<file path="src/rtl/alu_share_ctrl.sv">
// alu_share_ctrl: arbitrates two requesters onto one shared 32-bit ALU with a programmable execute delay.
// Define ALU_FLAGS_EN to add registered zero/negative result flags (rsp_zero, rsp_neg).
module alu_share_ctrl #(
  parameter int EXEC_CYCLES = 1,
  parameter bit FIXED_PRIO  = 1'b0
) (
  input  logic        clk,
  input  logic        rst_n,
  input  logic        req0_valid,
  output logic        req0_ready,
  input  logic [3:0]  req0_op,
  input  logic [31:0] req0_a,
  input  logic [31:0] req0_b,
  input  logic [4:0]  req0_shamt,
  input  logic        req1_valid,
  output logic        req1_ready,
  input  logic [3:0]  req1_op,
  input  logic [31:0] req1_a,
  input  logic [31:0] req1_b,
  input  logic [4:0]  req1_shamt,
  output logic        rsp0_valid,
  input  logic        rsp0_ready,
  output logic        rsp1_valid,
  input  logic        rsp1_ready,
  output logic [31:0] rsp_result,
  output logic        rsp_illegal,
`ifdef ALU_FLAGS_EN
  output logic        rsp_zero,
  output logic        rsp_neg,
`endif
  output logic        busy
);
  // state  | meaning
  // S_IDLE | waiting for a request, ready goes to the arbitration winner
  // S_EXEC | latched operands on the ALU, counting down to capture
  // S_RESP | result held until the owning port consumes it
  typedef enum logic [1:0] {S_IDLE, S_EXEC, S_RESP} state_t;

  localparam logic [3:0] LP_CNT_INIT = 4'(EXEC_CYCLES - 1);

  state_t      r_state;
  logic [3:0]  r_cnt;
  logic        r_last_grant;
  logic        r_owner;
  logic [3:0]  r_op;
  logic [31:0] r_a;
  logic [31:0] r_b;
  logic [4:0]  r_shamt;
  logic        r_rsp0_valid;
  logic        r_rsp1_valid;
  logic [31:0] r_result;
  logic        r_illegal;
  logic        r_busy;

  logic        w_gnt0;
  logic        w_gnt1;
  logic        w_idle;
  logic        w_rsp_done;
  logic [4:0]  w_dist;
  logic [31:0] w_res;
  logic        w_illegal;

  // Port 0 wins when alone, under fixed priority, or when port 1 was granted last.
  assign w_gnt0     = req0_valid && (!req1_valid || FIXED_PRIO || r_last_grant);
  assign w_gnt1     = req1_valid && !w_gnt0;
  assign w_idle     = (r_state == S_IDLE);
  assign req0_ready = w_idle && w_gnt0;
  assign req1_ready = w_idle && w_gnt1;
  assign w_rsp_done = (r_rsp0_valid && rsp0_ready) || (r_rsp1_valid && rsp1_ready);

  // A zero shift amount selects a shift of 0 or 1 from operand b bit 0.
  assign w_dist = (r_shamt != 5'd0) ? r_shamt : {4'd0, r_b[0]};

  always_comb begin
    w_res     = 32'd0;
    w_illegal = 1'b0;
    case (r_op)
      4'd0:    w_res = r_a + r_b;
      4'd1:    w_res = r_a - r_b;
      4'd2:    w_res = r_a & r_b;
      4'd3:    w_res = r_a | r_b;
      4'd4:    w_res = r_a ^ r_b;
      4'd5:    w_res = ~r_a;
      4'd6:    w_res = r_a << w_dist;
      4'd7:    w_res = $unsigned($signed(r_a) >>> w_dist);
      4'd8:    w_res = r_a >> w_dist;
      default: w_illegal = 1'b1;
    endcase
  end

  always_ff @(posedge clk) begin
    if (!rst_n) begin
      r_state      <= S_IDLE;
      r_cnt        <= 4'd0;
      r_last_grant <= 1'b1;
      r_owner      <= 1'b0;
      r_op         <= 4'd0;
      r_a          <= 32'd0;
      r_b          <= 32'd0;
      r_shamt      <= 5'd0;
      r_rsp0_valid <= 1'b0;
      r_rsp1_valid <= 1'b0;
      r_result     <= 32'd0;
      r_illegal    <= 1'b0;
      r_busy       <= 1'b0;
`ifdef ALU_FLAGS_EN
      rsp_zero     <= 1'b0;
      rsp_neg      <= 1'b0;
`endif
    end else begin
      case (r_state)
        S_IDLE: begin
          if (w_gnt0 || w_gnt1) begin
            r_op         <= w_gnt1 ? req1_op    : req0_op;
            r_a          <= w_gnt1 ? req1_a     : req0_a;
            r_b          <= w_gnt1 ? req1_b     : req0_b;
            r_shamt      <= w_gnt1 ? req1_shamt : req0_shamt;
            r_owner      <= w_gnt1;
            r_last_grant <= w_gnt1;
            r_cnt        <= LP_CNT_INIT;
            r_busy       <= 1'b1;
            r_state      <= S_EXEC;
          end
        end
        S_EXEC: begin
          if (r_cnt == 4'd0) begin
            r_result     <= w_res;
            r_illegal    <= w_illegal;
`ifdef ALU_FLAGS_EN
            rsp_zero     <= (w_res == 32'd0);
            rsp_neg      <= w_res[31];
`endif
            r_rsp0_valid <= !r_owner;
            r_rsp1_valid <= r_owner;
            r_state      <= S_RESP;
          end else begin
            r_cnt <= r_cnt - 4'd1;
          end
        end
        S_RESP: begin
          if (w_rsp_done) begin
            r_rsp0_valid <= 1'b0;
            r_rsp1_valid <= 1'b0;
            r_busy       <= 1'b0;
            r_state      <= S_IDLE;
          end
        end
        default: r_state <= S_IDLE;
      endcase
    end
  end

  assign rsp0_valid  = r_rsp0_valid;
  assign rsp1_valid  = r_rsp1_valid;
  assign rsp_result  = r_result;
  assign rsp_illegal = r_illegal;
  assign busy        = r_busy;
endmodule

</file>
<file path="config.mk">
export PLATFORM = sky130hd
export DESIGN_NAME = alu_share_ctrl
export DESIGN_NICKNAME = d
export VERILOG_FILES = /design/src/rtl/alu_share_ctrl.sv
export SDC_FILE = /design/constraint.sdc
export NUM_CORES = 1
export LEC_CHECK = 0
export ABC_CLOCK_PERIOD_IN_PS = 7900
export CORE_MARGIN = 2
export CORE_UTILIZATION = 58
export CTS_BUF_LIST = sky130_fd_sc_hd__clkbuf_4 sky130_fd_sc_hd__clkbuf_8
export CTS_CLUSTER_SIZE = 16
export DETAILED_ROUTE_END_ITERATION = 6
export PLACE_DENSITY = 0.86
export SKIP_LAST_GASP = 1
export SLEW_MARGIN = 30
export SYNTH_ARGS = -nofsm -noshare
export SYNTH_HDL_FRONTEND = slang
export SYNTH_SLANG_ARGS = --single-unit
</file>
<file path="constraint.sdc">
create_clock -name clk -period 7.9 [get_ports clk]
set_input_delay 1.185 -clock clk [delete_from_list [all_inputs] [get_ports clk]]
set_output_delay 1.185 -clock clk [all_outputs]
set_load 0.1 [all_outputs]
</file>
==> flow_summary.toml <==
[final_layout]
final_nets = 2169
multi_input_area_mm2 = 0.0103
seqCellArea_mm2 = 0.00235
nFillCells = 1740
drive_gt1_frac = 0.0725
mostFrequentLayoutCells = "nor2_1, clkdlybuf4s50_1, nand2_1"
synthToLayoutAreaGrowth_pct = 17.2
final_cell_area_mm2 = 0.0159
final_util = 0.698
layout.cells.most_common = "nor2_1"

[clocking]
cts.sinks = 117
clkLatencyLatePin_ps = 500
cts-resized-gates = 0
cts_tree = "done"
numCtsBuffers = 17
clk_pin_slew_ps = 90
clock_path_buffers = 2
holdBufCountCts = 0
h-tree-depth = 4
root_buffer = "clkbuf_8"
post_cts_buffers = 0

[worst_setup_path]
cp.arrival_ps = 3990
cp-start-kind = "input port"
path_common_cell = "clkdlybuf4s50_1"
slowest_stage = "clkdlybuf4s50_1"
path_cells = "clkdlybuf4s50_1 -> a21boi_4 -> nand2_1 -> inv_1 -> clkdlybuf4s50_1"
endpoint_kind = "output port"
crit_type = "in -> out"
cp_data_required_time_ps = 6710
max_stage_delay_ps = 1130
worst-path-max-fanout = 24
ff2ff_setup_slack_ps = 2960

[yosys]
synth_warnings = 0
ys_types = 101
synth_area_mm2 = 0.0136
synth_seq_cells = 117
yosysSeqAreaShare = 0.173
syn_area_per_cell_um2 = 7.41
synth_cells = 1829
synth_ff_type = "dfxtp_1"
synth-edff-count = 0
synthArstFlopShare = 0
synth_nets = 2080

[outcome]
status = "finished with violations"
violations = "design-rule violations"

[job]
drv_cap = 0

[place]
placed_cell_area_mm2 = 0.0155
io_buffer_count = 189
dp_hpwl_um = 47200
place.gp.congestion = 1.16

[route]
avgRoutedWirePerCell_um = 28.2
via_count = 16600
antenna_left = 0
dr.pass1.iters = 7
drcViolationCount = 86
routed_wl_um = 63400
via_per_inst = 7.38
dr.first_iter.drc_count = 3154

[power]
power.density_mw_per_mm2 = 313
power.leakage_uw = 0.00632
ir_drop_uv = 158

[global_routing]
grt_max_degree = 107
antenna_found_initial = 4
grt.total_usage = 0.515
grt_pass1_vias = 15500
grt_remaining_overflow = 0
grt_pass1_wl_um = 95100

[floorplanning]
initial_utilization = 0.595
core_mm2 = 0.0228
dieArea_mm2 = 0.0246
ios = 190
die-height_um = 157
row_count = 55
die-width_um = 157

[timing]
worst_pin_slew_ps = 1060
grt_setup_unrepaired = "false"
period_needed_ps = 5170
slew_headroom = 0.285
fin_tns_setup_ps = 0
finalClockSkew_ps = 33.1
fmax_mhz = 193
setup_viol = 0
slew_viol_final = 0
finalCritPeriodShare = 0.654
finalHoldViolCount = 0

[min_path]
worstHoldPathType = "reg -> reg"
-- worst paths after layout --
| kind | start | to | cells past startpoint |
|---|---|---|---|
| max | req1_valid | req1_ready | 5 |
| min | rsp_result[15]$_SDFFE_PN0P_ | rsp_result[15]$_SDFFE_PN0P_ | 2 |
| max reg2reg | r_b[0]$_SDFFE_PN0P_ | rsp_result[30]$_SDFFE_PN0P_ | 16 |
| min reg2reg | rsp_result[15]$_SDFFE_PN0P_ | rsp_result[15]$_SDFFE_PN0P_ | 2 |
-- critical path, delay by kind of cell --
family / cells / cell delay [ps]
AND/OR/NAND/NOR: 1 / 220
buffers and inverters: 3 / 1780
AO/OA/AOI/OAI: 1 / 800
-- state kept, by name, summed over array words and instances, names as in the netlist --
register      flops
r_b              32
r_shamt           5
r_a              32
r_owner           1
r_op              4
rsp_result       32
r_cnt             4
rsp_illegal       1
rsp0_valid        1
r_last_grant      1
rsp1_valid        1
busy              1
r_state           2
-- cell families (layout without fill, tap and decap cells) --
logic type               count (synthesis)  after routing  share of synthesized area
AO/OA/AOI/OAI                          614            614                      0.322
XOR/XNOR                                53             53                     0.0342
adder cells (fa/ha/maj)                 99             99                     0.0919
buffers and inverters                  235            337                     0.0714
flip-flops                             117            117                      0.173
multiplexers                           141            141                      0.113
other                                    0              3                          0
AND/OR/NAND/NOR                        570            570                      0.196
-- routing by layer --
metal  up-vias  GRT usage  part of all wire
met1      7569      0.612              0.35
met2      1537      0.749              0.40
li1       7015          -                 -
met3       458      0.230              0.16
met4         2      0.340             0.093
met5         -          0           0.00022
-- per-stage QoR --
step,setup WS (ps),power (µW),instances,hold WS [ps]
2_1_floorplan,3740,3080,1829,446
3_3_place_gp,2830,4030,2211,437
3_5_place_dp,2750,4100,2211,457
4_1_cts,2750,4720,2243,481
5_1_grt,2630,5120,2244,508
6_report,2730,4980,2247,475
-- synth_stat cells (all sizes together), types with 11 or more instances --
cell type | n | area (µm²)
o311ai | 13 | 121
a31oi | 21 | 131
a211oi | 84 | 641
mux2i | 121 | 1210
clkbuf | 97 | 365
nand2b | 28 | 175
buf | 55 | 292
xor2 | 12 | 105
nand3 | 61 | 310
o211ai | 43 | 323
nand2 | 156 | 588
o31ai | 42 | 344
o221ai | 14 | 129
and2 | 13 | 81.3
nor3 | 39 | 200
dfxtp | 117 | 2340
mux2 | 12 | 135
a22oi | 14 | 105
ha | 98 | 1230
xnor2 | 41 | 359
a221oi | 18 | 170
o22ai | 21 | 131
nor2 | 201 | 754
a21o | 23 | 173
a21oi | 123 | 642
a2111oi | 11 | 109
inv | 81 | 304
o211a | 11 | 110
o21ai | 86 | 430
and3 | 13 | 81.3
-- report_power, final --
group	internal (µW)	switching (µW)
Combinational	1120	2260
Clock	263	359
Sequential	706	262
Total	2090	2890
-- final cells by class --
class                           instances  area share
Antenna cell                            3    0.000472
Clock buffer                           17      0.0147
Clock inverter                         15     0.00984
Inverter                               83      0.0196
Multi-Input combinational cell       1477       0.648
Sequential cell                       117       0.148
Tap cell                              313      0.0246
Timing Repair Buffer                  222       0.135
(Power assumes the default switching activity.)
